File: src/rtl/pattern_sender_if.sv
// Action/code bus between the unlock-sequence sender and its consumer.
// master = sender side, slave = requester/observer side.
interface pattern_sender_if;
    logic       start_in;
    logic       corrupt_in;
    logic       action_out;
    logic [3:0] code_out;
    logic       busy_out;
    logic       done_out;
    logic       led_b_out;

    modport master (
        input  start_in, corrupt_in,
        output action_out, code_out, busy_out, done_out, led_b_out
    );

    modport slave (
        output start_in, corrupt_in,
        input  action_out, code_out, busy_out, done_out, led_b_out
    );
endinterface

File: src/rtl/pattern_sender.sv
// Plays start / CODE_1 / CODE_2 / CODE_3 / clear as single-cycle strobes separated
// by GAP_CYCLES idle cycles, then pulses done. Outputs are registered.
module pattern_sender #(
    parameter logic [3:0] CODE_1     = 4'b0101,
    parameter logic [3:0] CODE_2     = 4'b1000,
    parameter logic [3:0] CODE_3     = 4'b0001,
    parameter int         GAP_CYCLES = 4
) (
    input  logic              clk,
    input  logic              reset,
    pattern_sender_if.master  bus
);

    generate
        if (GAP_CYCLES < 1) begin : g_bad_gap
            $error("pattern_sender: GAP_CYCLES must be >= 1");
        end
    endgenerate

    localparam int              GW       = $clog2(GAP_CYCLES + 1);
    localparam logic [GW-1:0]   GAP_LAST = GW'(GAP_CYCLES - 1);
    localparam logic [2:0]      LAST_STEP = 3'd4;

    typedef enum logic [1:0] {IDLE, STROBE, GAP, DONE} state_t;

    state_t        state, state_n;
    logic [2:0]    step, step_n;
    logic [GW-1:0] gap_cnt, gap_n;
    logic          corrupt_q, corrupt_n;

    logic          action_q, action_n;
    logic [3:0]    code_q, code_n;
    logic          busy_q, busy_n;
    logic          done_q, done_n;

    always_ff @(posedge clk) begin
        if (reset) begin
            state     <= IDLE;
            step      <= 3'd0;
            gap_cnt   <= '0;
            corrupt_q <= 1'b0;
            action_q  <= 1'b0;
            code_q    <= 4'b0000;
            busy_q    <= 1'b0;
            done_q    <= 1'b0;
        end else begin
            state     <= state_n;
            step      <= step_n;
            gap_cnt   <= gap_n;
            corrupt_q <= corrupt_n;
            action_q  <= action_n;
            code_q    <= code_n;
            busy_q    <= busy_n;
            done_q    <= done_n;
        end
    end

    always_comb begin
        state_n   = state;
        step_n    = step;
        gap_n     = gap_cnt;
        corrupt_n = corrupt_q;

        case (state)
            IDLE: begin
                if (bus.start_in) begin
                    state_n   = STROBE;
                    step_n    = 3'd0;
                    corrupt_n = bus.corrupt_in;
                end
            end
            STROBE: begin
                state_n = GAP;
                gap_n   = '0;
            end
            GAP: begin
                if (gap_cnt == GAP_LAST) begin
                    if (step == LAST_STEP) begin
                        state_n = DONE;
                    end else begin
                        state_n = STROBE;
                        step_n  = step + 3'd1;
                    end
                end else begin
                    gap_n = gap_cnt + GW'(1);
                end
            end
            DONE:    state_n = IDLE;
            default: state_n = IDLE;
        endcase

        // An out-of-range step can only come from an upset; fall back to IDLE.
        if (state != IDLE && step > LAST_STEP)
            state_n = IDLE;

        // Output registers are loaded from the decode of the next state/step,
        // so they present the Moore outputs of the state being entered.
        action_n = (state_n == STROBE);
        code_n   = 4'b0000;
        if (action_n) begin
            case (step_n)
                3'd1:    code_n = CODE_1;
                3'd2:    code_n = corrupt_n ? ~CODE_2 : CODE_2;
                3'd3:    code_n = CODE_3;
                default: code_n = 4'b0000;
            endcase
        end
        busy_n = (state_n != IDLE);
        done_n = (state_n == DONE);
    end

    assign bus.action_out = action_q;
    assign bus.code_out   = code_q;
    assign bus.busy_out   = busy_q;
    assign bus.done_out   = done_q;
    assign bus.led_b_out  = busy_q;

endmodule

File: src/flat_wrapper.sv
// flat-port wrapper written by rule: the top's interface ports become plain ports
module pattern_sender_flat 
#(
    parameter logic [3:0] CODE_1     = 4'b0101,
    parameter logic [3:0] CODE_2     = 4'b1000,
    parameter logic [3:0] CODE_3     = 4'b0001,
    parameter int         GAP_CYCLES = 4
)
  (clk, reset, bus_start_in, bus_corrupt_in, bus_action_out, bus_code_out, bus_busy_out, bus_done_out, bus_led_b_out);
  pattern_sender_if bus_i ();
  input  logic clk;
  input  logic reset;
  input wire logic [$bits(bus_i.start_in)-1:0] bus_start_in;
  input wire logic [$bits(bus_i.corrupt_in)-1:0] bus_corrupt_in;
  output wire logic [$bits(bus_i.action_out)-1:0] bus_action_out;
  output wire logic [$bits(bus_i.code_out)-1:0] bus_code_out;
  output wire logic [$bits(bus_i.busy_out)-1:0] bus_busy_out;
  output wire logic [$bits(bus_i.done_out)-1:0] bus_done_out;
  output wire logic [$bits(bus_i.led_b_out)-1:0] bus_led_b_out;
  assign bus_i.start_in = bus_start_in;
  assign bus_i.corrupt_in = bus_corrupt_in;
  assign bus_action_out = bus_i.action_out;
  assign bus_code_out = bus_i.code_out;
  assign bus_busy_out = bus_i.busy_out;
  assign bus_done_out = bus_i.done_out;
  assign bus_led_b_out = bus_i.led_b_out;
  pattern_sender #(.CODE_1(CODE_1), .CODE_2(CODE_2), .CODE_3(CODE_3), .GAP_CYCLES(GAP_CYCLES)) u_core (.clk(clk), .reset(reset), .bus(bus_i));
endmodule
File: config.mk
export PLATFORM = sky130hd
export DESIGN_NAME = pattern_sender_flat
export DESIGN_NICKNAME = d
export VERILOG_FILES = /design/src/rtl/pattern_sender_if.sv /design/src/rtl/pattern_sender.sv /design/src/flat_wrapper.sv
export SDC_FILE = /design/constraint.sdc
export NUM_CORES = 1
export LEC_CHECK = 0
export ABC_AREA = 1
export BUFFER_PORTS_ARGS = -buffer_cell sky130_fd_sc_hd__buf_4
export CORE_MARGIN = 2
export CORE_UTILIZATION = 40
export CTS_CLUSTER_DIAMETER = 80
export DETAILED_ROUTE_END_ITERATION = 10
export GPL_TIMING_DRIVEN = 0
export PLACE_DENSITY_LB_ADDON = 0.1
export SYNTH_ARGS = -nofsm -noshare
export SYNTH_HDL_FRONTEND = slang
export SYNTH_SLANG_ARGS = --single-unit
File: constraint.sdc
create_clock -name clk -period 2 [get_ports clk]
set_input_delay 0.1 -clock clk [delete_from_list [all_inputs] [get_ports clk]]
set_output_delay 0.1 -clock clk [all_outputs]
set_load 0.005 [all_outputs]
==> results_tabular.tex, run 1 <==
\begin{tabular}{lr}
\hline
Metric & Value \\
\hline
\multicolumn{2}{l}{\textbf{Outcome}} \\
\quad Status & finished, final reports clean \\
\multicolumn{2}{l}{\textbf{Pwr}} \\
\quad Pwr/cell area & 650 nW/um\^{}2 \\
\quad Worst IR drop on VDD & 0.509 mV \\
\quad Leakage & 0.500 nW \\
\multicolumn{2}{l}{\textbf{STA}} \\
\quad Number of hold violations in the final report & 0 \\
\quad Final worst path period share & 77.1\% \\
\quad Post-route minimum period & 1.54 ns \\
\quad Relative slew slack & 72.2\% \\
\quad Pins Over Slew Limit & 0 \\
\quad Maximum frequency from static timing analysis & 0.649 GHz \\
\quad Clock Skew & 0.0109 ns \\
\quad Actual transition at the worst max-transition pin & 0.418 ns \\
\quad Setup repair after global routing missed its margin & no \\
\quad Setup violations, final & 0 \\
\quad Final total negative setup slack & 0 ns \\
\quad Final Hold Slack & 0.111 ns \\
\multicolumn{2}{l}{\textbf{Run}} \\
\quad Max Cap Violations & 0 \\
\multicolumn{2}{l}{\textbf{GRT}} \\
\quad Global-route usage over all layers & 14.3\% \\
\quad Number of antenna violations at the first check in global routing & 0 \\
\quad GRT overflow & 0 \\
\quad Vias in the first global route & 592 \\
\quad Largest net degree at the start of global routing & 10 \\
\quad Wire length of the first global-routing pass & 2630 microns \\
\multicolumn{2}{l}{\textbf{Synth}} \\
\quad Cell area after synthesis & 820 sq um \\
\quad Xor and xnor fraction of the mapped netlist area & 0\% \\
\quad Synthesized Nets & 120 \\
\quad Share of synthesized area spent on multiplexers & 0\% \\
\quad Yosys cell types & 20 \\
\quad Fraction of the mapped netlist area in compound gates & 5.65\% \\
\quad Adder and majority gate portion of the synthesized area & 6.11\% \\
\quad Post-Synthesis Mean Instance Area & 7.32 sq um \\
\quad Dominant combinational cell family by area after synthesis & simple AND/OR/NAND/NOR gates \\
\quad Sequential area share after synthesis & 39.1\% \\
\quad Flip-flop and latch count after synthesis & 16 \\
\quad Mapped Cells & 112 \\
\quad Simple logic cell fraction of the synthesized area & 40.0\% \\
\quad Total number of yosys warnings & 0 \\
\multicolumn{2}{l}{\textbf{Floorplan}} \\
\quad Io pins & 12 \\
\quad Area of the die & 2430 sq um \\
\quad Placeable Area & 1940 sq um \\
\quad Vert. Die Dim & 49.3 microns \\
\quad Starting utilization of the core area & 42.2\% \\
\quad Number of core rows & 16 \\
\quad Die Span X & 49.3 microns \\
\multicolumn{2}{l}{\textbf{Clocking}} \\
\quad Total number of H-tree levels & 1 \\
\quad Clock edge transition at the registers on the reported setup and hold paths & 0.09 ns \\
\quad Clk Latency, worst-skew pair & 0.29 ns \\
\quad Setup Fix Bufs, Post-CTS & 0 \\
\quad CTS Buffer Depth & 2 \\
\quad CTS tree & done \\
\quad Number of clock buffers inserted by TritonCTS & 3 \\
\quad Post-cts sizing count & 0 \\
\quad Hold buffers post-CTS & 0 \\
\quad Sink Count & 16 \\
\quad Master cell of the clock root buffer & clkbuf\_4 \\
\multicolumn{2}{l}{\textbf{Drt}} \\
\quad 1st-iter DRT viols & 11 \\
\quad Detailed-route via count & 669 \\
\quad Routed length per placed instance & 9.49 microns \\
\quad First-pass detailed-route iteration total & 4 \\
\quad DRC errors left & 0 \\
\quad Via density per instance & 4.40 \\
\quad ANT nets after route & 0 \\
\quad Total routed wirelength & 1440 microns \\
\multicolumn{2}{l}{\textbf{Layout}} \\
\quad Net total in the final layout & 135 \\
\quad Sequential Area & 320 sq um \\
\quad Non-filler cells, final & 152 \\
\quad Multi-input gate area & 424 sq um \\
\quad Fraction of layout cells with a size suffix above 1 & 24.8\% \\
\quad Commonest non-fill, non-tap cell in the layout & nand2\_1 \\
\quad Synthesis-to-finish area growth & 16.0\% \\
\quad Filler Cells Inserted & 204 \\
\quad Leading cell types in the layout, fill and taps excluded & nand2\_1, dfxtp\_1, inv\_1, nor2\_1, buf\_4 \\
\quad Core Util, Final & 49.0\% \\
\quad Final antenna diode count & 0 \\
\multicolumn{2}{l}{\textbf{Worst setup path}} \\
\quad Cells along the critical path & inv\_1 > ha\_1 > nand2\_1 > nand2\_1 > nand2\_1 > nand2\_1 > nand2\_2 > nand2\_4 > nor2\_2 > nand2\_1 > nand2\_1 \\
\quad Path depth of the worst reg2reg path & 11 \\
\quad Reg-to-Reg End & u\_core.bus.code\_out[2] \\
\quad Cell class contributing the biggest share of worst-path delay & simple AND/OR/NAND/NOR gates \\
\quad Cell at the slowest stage of the critical path & dfxtp\_1 \\
\quad R2R Setup Slk & 0.46 ns \\
\quad Worst endpoint required time & 2.23 ns \\
\quad Critical R2R Launch & u\_core.step[0] \\
\quad Critical path origin & u\_core.step[0] \\
\quad Data arrival, critical path & 1.77 ns \\
\quad Worst-path fanout max & 5 \\
\quad Biggest cell delay along the critical path & 0.37 ns \\
\quad Nature of the critical path startpoint & flop \\
\quad Bufs and invs on worst path & 1 \\
\quad Crit. End Element & flop \\
\quad Most numerous cell on the critical path & nand2\_1 \\
\quad Worst Path Class, Setup & flop to flop \\
\multicolumn{2}{l}{\textbf{Placement}} \\
\quad Global placement routability congestion & 0.865 \\
\quad Total instance count after detailed placement & 149 \\
\quad Half-perimeter wire length of the detailed placement result & 1170 microns \\
\quad Count of port buffers added during placement & 10 \\
\multicolumn{2}{l}{\textbf{Worst hold path}} \\
\quad Launch point of the worst hold path & bus\_corrupt\_in \\
\quad Class of the tightest hold or removal check & input pin to flop \\
\quad Number of cells on the worst hold path & 3 \\
\quad Worst hold endpoint & u\_core.corrupt\_q \\
\hline
\end{tabular}
routing by layer:
metal | global-route usage [%] | up-vias | share of wire (%) | wire length (microns)
li1 | - | 369 | - | -
met1 | 19.4 | 289 | 50 | 721
met2 | 20.5 | 9 | 44 | 636
met3 | 5.83 | 2 | 5.0 | 72
met4 | 4.29 | 0 | 0.76 | 11
met5 | 0 | - | 0 | 0
how the worst max path moves through the flow:
stage	endpoint	slack, ns	cells after the start
6_report	u_core.bus.code_out[2]	0.46	11
5_1_grt	u_core.bus.code_out[2]	0.25	10
4_1_cts	u_core.bus.code_out[2]	0.46	10
3_5_place_dp	u_core.bus.code_out[2]	0.49	11
3_3_place_gp	u_core.bus.code_out[2]	0.48	11
2_1_floorplan	u_core.bus.code_out[2]	0.64	10
power breakdown:
part / leakage [nW] / switching [mW] / total [mW] / internal (mW)
registers: 0.130 / 0.00988 / 0.343 / 0.333
logic: 0.356 / 0.0641 / 0.106 / 0.0415
clock network: 0.0138 / 0.0992 / 0.169 / 0.0701
total: 0.500 / 0.173 / 0.618 / 0.445
cell families after synthesis:
group	count (synthesis)
adders and majority gates	4
buffers and inverters	19
AOI/OAI and AO/OA	9
and+or+nand+nor	64
DFF	16
synth_stat cells (all sizes together):
library cell  instances  share of area, %
nor2                 17                11
nor3                  1               1.2
o22ai                 1              0.76
ha                    4               6.1
nand2                38                21
nand3                 8               6.7
a21oi                 4               2.4
inv                  17               7.8
o21ai                 4               2.4
dfxtp                16                39
buf                   2               1.4
area by class of cell:
cell class / instances / share of cell area (%)
plain buffers: 2 / 1.18
clock buffers: 3 / 2.37
inverters: 17 / 6.71
multi-input cells: 77 / 44.6
flip-flops and latches: 16 / 33.7
well taps: 27 / 3.55
repair buffers: 10 / 7.89
state kept, by name, summed over array words and instances (netlist names):
name                   cells
u_core.bus.action_out      1
u_core.bus.busy_out        1
u_core.bus.code_out        4
u_core.bus.done_out        1
u_core.corrupt_q           1
u_core.gap_cnt             3
u_core.state               2
u_core.step                3
through the flow:
step | cell area [sq um] | worst slack [ns] | total power [mW]
2_1_floorplan | 820 | 0.644 | 0.426
3_3_place_gp | 928 | 0.481 | 0.456
3_5_place_dp | 928 | 0.494 | 0.457
4_1_cts | 951 | 0.456 | 0.626
5_1_grt | 951 | 0.253 | 0.656
6_report | 951 | 0.458 | 0.618
worst min-delay path: cells and delay by family:
kind / cells / cell delay (ns)
buf+inv: 1 / 0.08
compound gates: 1 / 0.11
simple gates: 1 / 0.09
Note: power is estimated with default switching activity, not from simulation.
==> inputs of run 2 (changes only) <==
clock period = 1.3 ns   (was 2 ns; I/O delays follow)
==> results_tabular.tex, run 2 (synthesis results as in run 1) <==
\begin{tabular}{lr}
\hline
Metric & Value \\
\hline
\multicolumn{2}{l}{\textbf{Worst setup path}} \\
\quad Cell class contributing the biggest share of worst-path delay & simple AND/OR/NAND/NOR gates (unchanged) \\
\quad Worst-path fanout max & 5 (unchanged) \\
\quad Nature of the critical path startpoint & flop (unchanged) \\
\quad Critical path origin & u\_core.gap\_cnt[0] (was u\_core.step[0]) \\
\quad Worst endpoint required time & 1.49 ns (was 2.23 ns) \\
\quad Critical R2R Launch & u\_core.gap\_cnt[0] (was u\_core.step[0]) \\
\quad Bufs and invs on worst path & 1 (unchanged) \\
\quad Data arrival, critical path & 1.59 ns (was 1.77 ns) \\
\quad Cells along the critical path & ha\_4 > ha\_4 > nand2\_1 > inv\_1 > nand2\_1 > nand3\_2 > nand3\_4 > nor2\_4 > nand2\_2 > nand2\_1 (was inv\_1 > ha\_1 > nand2\_1 > nand2\_1 > nand2\_1 > nand2\_1 > nand2\_2 > nand2\_4 > nor2\_2 > nand2\_1 > nand2\_1) \\
\quad Worst Path Class, Setup & flop to flop (unchanged) \\
\quad Biggest cell delay along the critical path & 0.35 ns (was 0.37 ns) \\
\quad Cell at the slowest stage of the critical path & dfxtp\_2 (was dfxtp\_1) \\
\quad Most numerous cell on the critical path & nand2\_1 (unchanged) \\
\quad Crit. End Element & flop (unchanged) \\
\multicolumn{2}{l}{\textbf{STA}} \\
\quad Setup violations, final & 4 (was 0) \\
\quad Final Hold Slack & 0.0932 ns (was 0.111 ns) \\
\quad Final worst path period share & 108\% (was 77.1\%) \\
\quad Post-route minimum period & 1.41 ns (was 1.54 ns) \\
\quad Clock Skew & 0.00958 ns (was 0.0109 ns) \\
\quad Setup repair after global routing missed its margin & yes (was no) \\
\quad Relative slew slack & 68.1\% (was 72.2\%) \\
\quad Maximum frequency from static timing analysis & 0.711 GHz (was 0.649 GHz) \\
\quad Pins Over Slew Limit & 0 (unchanged) \\
\quad Slack of the critical path & -0.106 ns (was 0.458 ns) \\
\quad Actual transition at the worst max-transition pin & 0.478 ns (was 0.418 ns) \\
\quad Number of hold violations in the final report & 0 (unchanged) \\
\multicolumn{2}{l}{\textbf{Pwr}} \\
\quad Power share of the sequential group & 49.4\% (was 55.5\%) \\
\quad Combinational share of power & 19.6\% (was 17.1\%) \\
\quad Pint & 0.776 mW (was 0.445 mW) \\
\quad Switching portion of total power & 28.1\% (was 28.0\%) \\
\quad Clock Power Share & 31.1\% (was 27.4\%) \\
\quad Sw power & 0.303 mW (was 0.173 mW) \\
\quad Leakage & 0.549 nW (was 0.500 nW) \\
\quad Power Total & 1.08 mW (was 0.618 mW) \\
\quad Pwr/cell area & 950 nW/um\^{}2 (was 650 nW/um\^{}2) \\
\quad Worst IR drop on VDD & 0.667 mV (was 0.509 mV) \\
\multicolumn{2}{l}{\textbf{Clocking}} \\
\quad CTS tree & done (unchanged) \\
\quad CTS Buffer Depth & 2 (unchanged) \\
\quad Total number of H-tree levels & 1 (unchanged) \\
\quad Sink Count & 16 (unchanged) \\
\quad Master cell of the clock root buffer & clkbuf\_4 (unchanged) \\
\quad Number of clock buffers inserted by TritonCTS & 3 (unchanged) \\
\quad Clk Latency, worst-skew pair & 0.29 ns (about the same) \\
\quad Clock edge transition at the registers on the reported setup and hold paths & 0.10 ns (was 0.09 ns) \\
\multicolumn{2}{l}{\textbf{Worst hold path}} \\
\quad Class of the tightest hold or removal check & input pin to flop (unchanged) \\
\quad Launch point of the worst hold path & bus\_corrupt\_in (unchanged) \\
\multicolumn{2}{l}{\textbf{Layout}} \\
\quad Core Util, Final & 58.5\% (was 49.0\%) \\
\quad Fraction of layout cells with a size suffix above 1 & 47.7\% (was 24.8\%) \\
\quad Final antenna diode count & 0 (unchanged) \\
\quad Non-filler cells, final & 159 (was 152) \\
\quad Net total in the final layout & 141 (was 135) \\
\quad Leading cell types in the layout, fill and taps excluded & nand2\_1, buf\_4, dfxtp\_1 (was nand2\_1, dfxtp\_1, inv\_1, nor2\_1, buf\_4) \\
\quad Commonest non-fill, non-tap cell in the layout & nand2\_1 (unchanged) \\
\quad Max FFs per register & 4 (unchanged) \\
\quad Synthesis-to-finish area growth & 38.6\% (was 16.0\%) \\
\quad Filler Cells Inserted & 186 (was 204) \\
\multicolumn{2}{l}{\textbf{GRT}} \\
\quad Largest net degree at the start of global routing & 10 (unchanged) \\
\quad Global-route usage over all layers & 14.6\% (was 14.3\%) \\
\quad Number of antenna violations at the first check in global routing & 0 (unchanged) \\
\quad Vias in the first global route & 678 (was 592) \\
\quad Wire length of the first global-routing pass & 2810 microns (was 2630 microns) \\
\quad GRT overflow & 0 (unchanged) \\
\multicolumn{2}{l}{\textbf{Placement}} \\
\quad Half-perimeter wire length of the detailed placement result & 1160 microns (was 1170 microns) \\
\quad Count of port buffers added during placement & 10 (unchanged) \\
\quad Global placement routability congestion & 0.806 (was 0.865) \\
\quad Total instance count after detailed placement & 149 (unchanged) \\
\multicolumn{2}{l}{\textbf{Drt}} \\
\quad 1st-iter DRT viols & 10 (was 11) \\
\quad Routed length per placed instance & 10.8 microns (was 9.49 microns) \\
\quad First-pass detailed-route iteration total & 4 (unchanged) \\
\quad Via density per instance & 4.68 (was 4.40) \\
\quad DRC errors left & 0 (unchanged) \\
\quad Detailed-route via count & 744 (was 669) \\
\quad Total routed wirelength & 1720 microns (was 1440 microns) \\
\quad ANT nets after route & 0 (unchanged) \\
\multicolumn{2}{l}{\textbf{Floorplan}} \\
\quad Io pins & 12 (unchanged) \\
\quad Die Span X & 49.3 microns (unchanged) \\
\quad Number of core rows & 16 (unchanged) \\
\quad Vert. Die Dim & 49.3 microns (unchanged) \\
\quad Starting utilization of the core area & 42.2\% (unchanged) \\
\quad Area of the die & 2430 sq um (unchanged) \\
\quad Placeable Area & 1940 sq um (unchanged) \\
\multicolumn{2}{l}{\textbf{Run}} \\
\quad Max Cap Violations & 0 (unchanged) \\
\multicolumn{2}{l}{\textbf{Outcome}} \\
\quad Status & finished, violations left (was finished, final reports clean) \\
\quad Violations in the final reports & negative setup slack \\
\hline
\end{tabular}
==> run 2: cell types whose count changed in the layout (fill, tap and decap cells not counted), sizes merged <==
| cell | previous run | this run |
|---|---|---|
| clkbuf | 3 | 4 |
| buf | 12 | 18 |
==> run 2: per-stage QoR <==
stage	area [sq um]	TNS (ns)	worst slack [ns]
floorplan	835	0	0.00274
global placement	943	-0.601	-0.168
detailed placement	943	-0.518	-0.154
CTS	1050	-0.253	-0.0906
global route	1140	-0.754	-0.177
finish	1140	-0.323	-0.106
==> run 2: power by group through the flow <==
stage	combinational [mW]	clock [mW]	sequential, mW
floorplan	0.120	0	0.538
global placement	0.167	0	0.538
detailed placement	0.167	0	0.539
CTS	0.184	0.340	0.532
global route	0.238	0.364	0.535
finish	0.211	0.335	0.533
==> run 2: area by class of cell <==
| class | instances | area (sq um) | share of cell area (%) |
|---|---|---|---|
| repair buffers | 16 | 128 | 11.2 |
| inverters | 17 | 68.8 | 6.06 |
| well taps | 27 | 33.8 | 2.97 |
| plain buffers | 2 | 11.3 | 0.991 |
| flip-flops and latches | 16 | 328 | 28.9 |
| multi-input cells | 77 | 531 | 46.7 |
| clock buffers | 4 | 36.3 | 3.19 |
==> run 2: path summary, 6_finish.rpt <==
path	to	slack [ns]	cells past startpoint
hold reg to reg	u_core.gap_cnt[1]	0.51	2
setup reg to reg	u_core.bus.code_out[2]	-0.11	10
hold / removal	u_core.corrupt_q	0.09	3
setup / recovery	u_core.bus.code_out[2]	-0.11	10
==> run 2: per-layer routing <==
layer | track usage, % | share of wire, % | vias up
met1 | 18.6 | 43 | 333
met2 | 25.0 | 51 | 19
li1 | - | - | 385
met4 | 3.81 | 1.7 | 0
met5 | 0 | 0 | -
met3 | 3.07 | 4.8 | 7
==> run 2: what timing repair did <==
action                                  4_1_cts  5_1_grt
setup buffers                                 4        2
endpoints found under the setup margin        9       10
hold buffers                                  0        0
pin swaps                                     7       12
resized for setup                            12       22
==> run 2: worst min-delay path: stages <==
cell and delay, ns:
buf_4 0.07, o21ai_1 0.11, nor2_1 0.09
